--- src/rtl/types.svh ---
// Timer register map, CTRL bit positions and shared helper types.
`ifndef TIMER_TYPES_SVH
`define TIMER_TYPES_SVH

typedef logic [31:0] word_t;

// Register index as decoded from addr[4:2]; 6 and 7 are unmapped.
localparam logic [2:0] IDX_MTIME_LO = 3'd0;
localparam logic [2:0] IDX_MTIME_HI = 3'd1;
localparam logic [2:0] IDX_CMP_LO   = 3'd2;
localparam logic [2:0] IDX_CMP_HI   = 3'd3;
localparam logic [2:0] IDX_CTRL     = 3'd4;
localparam logic [2:0] IDX_PRESCALE = 3'd5;

// CTRL bit positions.
localparam int CTRL_EN     = 0;
localparam int CTRL_IRQ_EN = 1;

// Byte-lane merge of a bus write into an existing register value.
function automatic word_t merge_bytes(input word_t old_w, input word_t new_w,
                                      input logic [3:0] sel);
    word_t res;
    for (int b = 0; b < 4; b++)
        res[8*b +: 8] = sel[b] ? new_w[8*b +: 8] : old_w[8*b +: 8];
    return res;
endfunction

`endif

--- src/rtl/timer_pkg.sv ---
// Timer package: wraps the shared register map and types.
package timer_pkg;
`include "types.svh"
endpackage

--- src/rtl/timer_counter.sv ---
// 64-bit mtime counter with a 16-bit prescaler and per-half bus loads.
module timer_counter
    import timer_pkg::*;
(
    input  logic        clock,
    input  logic        reset,
    input  logic        i_enable,
    input  logic [15:0] i_prescale,
    input  logic        i_clr_pre,
    input  logic        i_load_lo,
    input  logic        i_load_hi,
    input  word_t       i_load_data,
    output logic [63:0] o_mtime
);
    logic [15:0] r_pre;
    logic [63:0] r_mtime;
    logic        w_tick;
    logic [63:0] w_inc;

    assign w_tick  = i_enable && (r_pre == i_prescale);
    assign w_inc   = r_mtime + 64'(w_tick);
    assign o_mtime = r_mtime;

    // Prescaler: counts 0..PRESCALE while enabled; any mtime/prescale write restarts it.
    always_ff @(posedge clock or posedge reset) begin
        if (reset)
            r_pre <= '0;
        else if (i_clr_pre || i_load_lo || i_load_hi || w_tick)
            r_pre <= '0;
        else if (i_enable)
            r_pre <= r_pre + 16'd1;
    end

    // mtime: a bus load wins over the tick; the carry into the other half is dropped.
    always_ff @(posedge clock or posedge reset) begin
        if (reset)
            r_mtime <= '0;
        else if (i_load_lo)
            r_mtime <= {r_mtime[63:32], i_load_data};
        else if (i_load_hi)
            r_mtime <= {i_load_data, w_inc[31:0]};
        else
            r_mtime <= w_inc;
    end
endmodule

--- src/rtl/timer.sv ---
// Memory-mapped machine timer: bus decode, registers, shadowed mtime read, irq.
module timer
    import timer_pkg::*;
#(
    parameter int          WORD_BITS      = 32,
    parameter logic [15:0] PRESCALE_RESET = 16'd0
) (
    input  logic                 clock,
    input  logic                 reset,
    input  logic [25:0]          addr,
    input  logic [WORD_BITS-1:0] in,
    output logic [WORD_BITS-1:0] out,
    input  logic                 write,
    input  logic [3:0]           select,
    input  logic                 strobe,
    output logic                 ack,
    output logic                 retry,
    output logic                 irq
);
    logic [63:0] w_mtime;
    logic [63:0] r_cmp;
    word_t       r_shadow;
    logic [1:0]  r_ctrl;
    logic [15:0] r_prescale;
    logic        r_ack, r_retry, r_irq;
    word_t       r_out;

    logic [2:0]  w_idx;
    logic        w_mapped, w_wr, w_rd;
    word_t       w_rdata, w_wbase, w_wdata;
    logic        w_unused;

    assign w_unused = ^{addr[25:5], addr[1:0]};
    assign w_idx    = addr[4:2];
    assign w_mapped = (w_idx <= IDX_PRESCALE);
    // A write with no byte enables is acked but must not touch any state.
    assign w_wr     = strobe && write && w_mapped && (select != 4'd0);
    assign w_rd     = strobe && !write && w_mapped;

    // Read mux for the addressed register.
    always_comb begin
        w_rdata = '0;
        case (w_idx)
            IDX_MTIME_LO: w_rdata = w_mtime[31:0];
            IDX_MTIME_HI: w_rdata = r_shadow;
            IDX_CMP_LO:   w_rdata = r_cmp[31:0];
            IDX_CMP_HI:   w_rdata = r_cmp[63:32];
            IDX_CTRL:     w_rdata = {30'd0, r_ctrl};
            IDX_PRESCALE: w_rdata = {16'd0, r_prescale};
            default:      w_rdata = '0;
        endcase
    end

    // Partial writes to MTIME_HI merge into the live upper half, not the shadow.
    assign w_wbase = (w_idx == IDX_MTIME_HI) ? w_mtime[63:32] : w_rdata;
    assign w_wdata = merge_bytes(w_wbase, in, select);

    timer_counter u_counter (
        .clock       (clock),
        .reset       (reset),
        .i_enable    (r_ctrl[CTRL_EN]),
        .i_prescale  (r_prescale),
        .i_clr_pre   (w_wr && (w_idx == IDX_PRESCALE)),
        .i_load_lo   (w_wr && (w_idx == IDX_MTIME_LO)),
        .i_load_hi   (w_wr && (w_idx == IDX_MTIME_HI)),
        .i_load_data (w_wdata),
        .o_mtime     (w_mtime)
    );

    // Bus response: ack/retry one cycle after strobe, out only carries read data.
    always_ff @(posedge clock or posedge reset) begin
        if (reset) begin
            r_ack   <= 1'b0;
            r_retry <= 1'b0;
            r_out   <= '0;
        end else begin
            r_ack   <= strobe && w_mapped;
            r_retry <= strobe && !w_mapped;
            r_out   <= w_rd ? w_rdata : '0;
        end
    end

    // Software registers and the upper-half shadow captured on a MTIME_LO read.
    always_ff @(posedge clock or posedge reset) begin
        if (reset) begin
            r_cmp      <= '1;
            r_shadow   <= '0;
            r_ctrl     <= '0;
            r_prescale <= PRESCALE_RESET;
        end else begin
            if (w_rd && (w_idx == IDX_MTIME_LO))
                r_shadow <= w_mtime[63:32];
            if (w_wr) begin
                case (w_idx)
                    IDX_CMP_LO:   r_cmp[31:0]  <= w_wdata;
                    IDX_CMP_HI:   r_cmp[63:32] <= w_wdata;
                    IDX_CTRL:     r_ctrl       <= {w_wdata[CTRL_IRQ_EN], w_wdata[CTRL_EN]};
                    IDX_PRESCALE: r_prescale   <= w_wdata[15:0];
                    default:      ;
                endcase
            end
        end
    end

    // Level interrupt: registered unsigned compare, held until cmp rises or irq_enable drops.
    always_ff @(posedge clock or posedge reset) begin
        if (reset)
            r_irq <= 1'b0;
        else
            r_irq <= r_ctrl[CTRL_IRQ_EN] && (w_mtime >= r_cmp);
    end

    assign ack   = r_ack;
    assign retry = r_retry;
    assign out   = r_out;
    assign irq   = r_irq;
endmodule

--- config.mk ---
export PLATFORM = sky130hd
export DESIGN_NAME = timer
export DESIGN_NICKNAME = d
export VERILOG_FILES = /design/src/rtl/timer_pkg.sv /design/src/rtl/timer_counter.sv /design/src/rtl/timer.sv
export VERILOG_INCLUDE_DIRS = /design/src /design/src/rtl
export SDC_FILE = /design/constraint.sdc
export NUM_CORES = 1
export LEC_CHECK = 0
export CORE_MARGIN = 2
export CORE_UTILIZATION = 45
export CTS_CLUSTER_SIZE = 16
export DETAILED_ROUTE_END_ITERATION = 7
export SLEW_MARGIN = 0
export SYNTH_ARGS = -nofsm -noshare
export SYNTH_HDL_FRONTEND = slang
export SYNTH_HIERARCHICAL = 1
export SYNTH_SLANG_ARGS = --single-unit
--- constraint.sdc ---
create_clock -name clock -period 7.5 [get_ports clock]
set_input_delay 0.75 -clock clock [delete_from_list [all_inputs] [get_ports clock]]
set_output_delay 0.75 -clock clock [all_outputs]
set_load 0.01 [all_outputs]
---- Word-level counts from Yosys, hierarchy flattened ----
Index checks and enable logic that the tools add are counted.
operators by class
  add/subtract/negate cells ............... 2
  multipliers ............................. 0
  div/mod/pow operators ................... 0
  $lt $le $gt $ge ......................... 2
  equality and inequality tests ........... 6
  shift-type cells ........................ 0
  multiplexer cells ....................... 11
  bitwise logic cells ..................... 0
  reduce and logical (&&, ||, !) cells .... 25
operators by type and width
  cell                                                              number
  32-bit case mux with 6 select lines                               1
  32-bit 2-to-1 mux                                                 3
  64-bit by 1-bit adder with 64-bit output                          1
  64-bit >= comparator                                              1
  64-bit 2-to-1 mux                                                 1
  16-bit 2-to-1 mux                                                 2
  8-bit 2-to-1 mux                                                  4
  16-bit by 1-bit adder with 16-bit output (second input constant)  1
  16-bit == test                                                    1
  1-bit logical AND                                                 13
  2-bit AND reduction                                               4
  3-bit by 2-bit == test with 1-bit output (second input constant)  2
  3-bit == test (second input constant)                             2
  4-bit nonzero test                                                1
  3-bit by 1-bit == test with 1-bit output (second input constant)  1
  3-bit <= comparator (second input constant)                       1
  3-bit logical NOT                                                 1
  1-bit logical OR                                                  3
  1-bit logical NOT                                                 2
  2-bit nonzero test                                                1
word-level totals
  register bits after elaboration ......... 229
  latch bits .............................. 0
  bits in writable memories ............... 0
  bits in read-only memories .............. 0
  input port bits ......................... 66
  output and inout port bits .............. 35
  word-level logic and storage cells ...... 58
  memories kept ........................... 0

---- Longest topological paths before layout ----
  depth after elaboration ................. 8
  gate-level depth with buffers ........... 13
  mapped depth without buffers ............ 12

---- Cells and area by module ----
The synthesis kept the hierarchy.
by module, submodules not included
  module         instances  cells each  area each (µm²)  seq. area each (µm²)
  timer          1          801         8777.2           3808.7
  timer_counter  1          543         4817.1           2001.9

---- Least setup slack after synthesis ----
No wires, ideal clock.
  kind .................................... register to register
  start ................................... register u_counter.r_pre[5]
  end ..................................... register u_counter.r_mtime[44], in the netlist u_counter/o_mtime[44]
  setup time .............................. 0.126 ns
  arrival ................................. 3.089 ns
  data required time ...................... 7.374 ns
  setup slack ............................. 4.285 ns
  cell stages (with the launch flop) ...... 13
  path buffers ............................ 0
  clock period less this slack ............ 3.215 ns
  cell sequence ........................... dfrtp_1 -> xor2_1 -> nor4_1 -> nand4_1 -> nor4_1 -> ha_1 -> ha_1 -> nand4_1 -> nor4_4 -> nand4_4 -> o211ai_1 -> o41ai_2 -> a221o_1
on the way
  cells in the longest elaborated chain, start to end .. 4
ends and longest elaborated chain
  element                                   line                 text
  from (decl)                               timer_counter.sv:15  logic [15:0] r_pre;
  from (signal assigned)                    timer_counter.sv:31  r_pre <= r_pre + 16'd1;
  16-bit == test                            timer_counter.sv:20  assign w_tick = i_enable && (r_pre == i_prescale);
  1-bit logical AND                         timer_counter.sv:20
  64-bit by 1-bit adder with 64-bit output  timer_counter.sv:21  assign w_inc = r_mtime + 64'(w_tick);
  64-bit 2-to-1 mux                         timer_counter.sv:40  else if (i_load_hi)
  to (signal assigned)                      timer_counter.sv:39  r_mtime <= {r_mtime[63:32], i_load_data};
  to (signal assigned)                      timer_counter.sv:41  r_mtime <= {i_load_data, w_inc[31:0]};
  to (signal assigned)                      timer_counter.sv:43  r_mtime <= w_inc;
  to (decl)                                 timer_counter.sv:16  logic [63:0] r_mtime;
Every way passes these cells.
A chain may end at the register's enable or synchronous reset.

---- Final worst setup path ----
Same ends and word-level chain as after synthesis.

==> impl_metrics.yaml <==
yosys:
  synth_edf_count: 0
  post_synth_inst_count: 1344
  synthMuxAreaShare_pct: 13.8
  synthXorXnorAreaFrac_pct: 3.93
  seq_area_frac_synth_pct: 42.7
  netlist_area_before_placement_mm2: 0.0136
  yosys_register_bits: 229
  synth_ff_type: "sky130_fd_sc_hd__dfrtp_1"
  synth.lib_cells_used.distinct: 72
  async_flop_share_pct: 100
  postSynthAreaPerCell_um2: 10.1
  yosys.area_share.simple_pct: 15.9
  synth_top_family_by_area: "simple AND/OR/NAND/NOR gates"
  yosys.area_share.adder_pct: 6.17
  synth_compound_gate_area_share_pct: 12.6
  synth_nets: 1477
  synth-warning-count: 6
floorplanning:
  floorplan.die_area_mm2: 0.0316
  die_wd_um: 178
  ios: 101
  height_of_the_die_um: 178
  initial_utilization_pct: 45.7
  core_region_area_mm2: 0.0297
  num_rows: 63
clocking:
  cts_root_buffer: "sky130_fd_sc_hd__clkbuf_16"
  tritoncts_clock_tree: "done"
  postCtsSetupBuffers: 0
  post_cts.resized_instances: 0
  tritoncts.num_buffers: 27
  cts_max_path_buffers: 3
  clkLatencyLatePin_ns: 0.54
  htree_levels: 1
  clock_sinks: 229
  cts_hold_buf: 0
  clkTransAtPathRegs_ns: 0.06
global_routing:
  grt.total_usage_pct: 25.2
  initial_antenna_violation_count: 0
  grt_first_pass_wirelength_um: 61600
  global_route.overflow_total: 0
  grt_pass1_vias: 10600
  grt_max_degree: 91
placed_design:
  postPlaceCellArea_mm2: 0.0146
  gpl.final_weighted_congestion: 0.867
  placement.io_buffers: 77
  placed_wire_length_estimate_um: 26600
critical_path:
  reg2reg_to: "u_counter/o_mtime[44]$_DFFE_PP0N_"
  timing.critical_path.from_type: "flop"
  ff2ff_setup_slack_ns: 2.50
  required_ns: 7.93
  cp.arrival_ns: 5.43
  reg2reg_from: "u_counter/r_pre[5]$_DFFE_PP0P_"
  criticalPathCategory: "flop to flop"
  worst-r2r-cell-count: 12
  worst_setup_end_kind: "flop"
  max_fanout_on_critical_path: 18
sta:
  setup_repair_after_global_routing_missed_its_margin: "no"
  finalWorstPathRequiredPeriod_ns: 5.00
  holdWs_ns: 0.487
  fmax_mhz: 200
  layout_worst_path_cycle_share_pct: 66.7
  hold_viol: 0
  timing.final.setup_violations: 0
  worst_pin_slew_ns: 1.18
  finalSetupTns_ns: 0
  final-max-slew-violation-count: 0
  final.setup_skew_ns: 0.0186
  timing.max_slew.rel_slack_pct: 21.1
power_and_ir_drop:
  leakage_power_total_nw: 6.40
  total_switching_power_mw: 1.44
  clock_power_share_pct: 29.5
  p_per_area_mw_per_mm2: 279
  p_int_mw: 2.87
  peakVddDrop_uv: 221
  power.sequential.fraction_pct: 44.5
  power.share.switching_pct: 33.4
  share_comb_of_total_power_pct: 26.0
routing:
  postRouteWirelength_um: 38700
  drt_iter0_drcs: 815
  dr.pass1.iters: 6
  total_via_count_in_the_routed_design: 10900
  detail_route.drc_violations: 0
  avgRoutedWirePerCell_um: 21.5
  final_antenna_net_count: 0
  post_drt_via_cell_ratio: 6.02
status:
  status: "complete, no violations"
min_path:
  hold_path_class: "flop to flop"
  worstHoldEndpoint: "r_shadow[22]$_DFFE_PP0P_"
  min_delay_path_depth: 1
  timing.hold.worst.start: "r_shadow[22]$_DFFE_PP0P_"
cells_and_area:
  multi_input_area_mm2: 0.00715
  flow.area_growth_from_synthesis_pct: 13.8
  fill_cell_count: 2688
  post-route-cell-area_mm2: 0.0155
  antenna_cells_inserted: 0
  fraction_of_final_layout_cells_sized_beyond_drive_strength_1_pct: 18.8
  num-nets-final: 1527
  seq_area_mm2: 0.00581
job:
  max_cap_violations: 0
## critical path, cell delays in order (launching register included)
cell and delay (ns):
sky130_fd_sc_hd__dfrtp_1 0.45, sky130_fd_sc_hd__xor2_1 0.19, sky130_fd_sc_hd__nor4_1 0.50, sky130_fd_sc_hd__nand4_1 0.15, sky130_fd_sc_hd__nor4_1 0.68, sky130_fd_sc_hd__ha_1 0.33, sky130_fd_sc_hd__ha_1 0.24, sky130_fd_sc_hd__nand4_1 0.32
sky130_fd_sc_hd__nor4_4 0.81, sky130_fd_sc_hd__nand4_4 0.50, sky130_fd_sc_hd__o211ai_1 0.36, sky130_fd_sc_hd__o41ai_2 0.11, sky130_fd_sc_hd__a221o_1 0.28
## worst max path at each step
stage	startpoint	end	slack, ns	cells after the start
finish	u_counter/r_pre[5]$_DFFE_PP0P_	u_counter/o_mtime[44]$_DFFE_PP0N_	2.50	12
global route	u_counter/r_pre[5]$_DFFE_PP0P_	u_counter/o_mtime[44]$_DFFE_PP0N_	2.31	12
CTS	u_counter/r_pre[5]$_DFFE_PP0P_	u_counter/o_mtime[44]$_DFFE_PP0N_	2.66	12
detailed placement	select[3]	u_counter/r_pre[0]$_DFFE_PP0P_	2.29	8
global placement	select[3]	u_counter/r_pre[3]$_DFFE_PP0P_	2.39	8
floorplan	reset	ack$_DFF_PP0_	2.85	1
## per-stage QoR
stage	power [mW]	setup slack [ns]	cells	utilization, %
4_1_cts	4.32	2.66	1804	52.0
5_1_grt	4.58	2.31	1804	52.0
3_3_place_gp	3.01	2.39	1755	49.2
6_report	4.31	2.50	1804	52.0
3_5_place_dp	3.04	2.29	1755	49.2
2_1_floorplan	2.64	2.85	1344	-
## placed cells by master (no fill, tap or decap), drive strengths merged, types with 30 or more instances in the layout
master / count
a21oi: 44
a22oi: 34
clkbuf: 46
clkdlybuf4s50: 75
dfrtp: 165
dfstp: 64
ha: 67
inv: 76
mux2: 120
nand2: 123
nand3: 63
nand4: 30
nor2: 90
o21ai: 92
xor2: 33
## final cells by class
type                       instances  share of cell area (%)
multi-input combinational        967                    46.2
sequential                       229                    37.6
timing repair buffer              92                    5.65
clock buffer                      46                    5.22
tap                              390                    3.15
inverter                          77                    1.91
clock inverter                     3                   0.259
## power by group through the flow
stage	clock network [mW]	logic [mW]	registers (mW)
4_1_cts	1.29	1.12	1.91
2_1_floorplan	0	0.834	1.80
6_report	1.27	1.12	1.92
3_5_place_dp	0	1.11	1.93
3_3_place_gp	0	1.09	1.92
5_1_grt	1.34	1.27	1.96
## logic make-up (layout without fill, tap and decap cells)
kind of cell | after synthesis | count (layout)
XOR/XNOR | 61 | 61
flip-flops | 229 | 229
AO/OA/AOI/OAI | 264 | 264
multiplexers | 153 | 153
AND/OR/NAND/NOR | 422 | 422
buffers and inverters | 148 | 218
adder cells (fa/ha/maj) | 67 | 67
## flip-flops by register name (all words and copies together) (netlist names)
name               cells
u_counter/o_mtime     64
r_prescale            16
r_cmp                 64
r_shadow              32
out                   32
irq                    1
r_ctrl                 2
u_counter/r_pre       16
ack                    1
retry                  1
## synthesized netlist by cell type, drive strengths merged (10+ instances only)
library cell,instances,area (um^2)
ha,67,838
and3,20,130
nor2,90,340
xnor2,28,245
nand2,123,462
and4,14,123
dfrtp,165,4130
dfstp,64,1680
nor2b,14,87.6
mux2i,17,170
inv,77,289
buf,34,223
clkbuf,37,139
o21ai,92,460
nor3,25,140
a21o,10,75.1
mux2,120,1350
a211oi,15,113
a22oi,34,255
a21oi,44,224
nand4,30,233
a2111oi,19,166
xor2,33,289
mux4,16,360
nand3,63,320
## per-layer routing
layer / up-vias / wire, um / track usage (%)
met5: - / 0 / 0
met4: 0 / 831 / 6.59
li1: 4972 / - / -
met1: 5431 / 17700 / 36.8
met2: 387 / 17900 / 40.0
met3: 68 / 2360 / 2.57
Note: power is estimated with default switching activity, not from simulation.
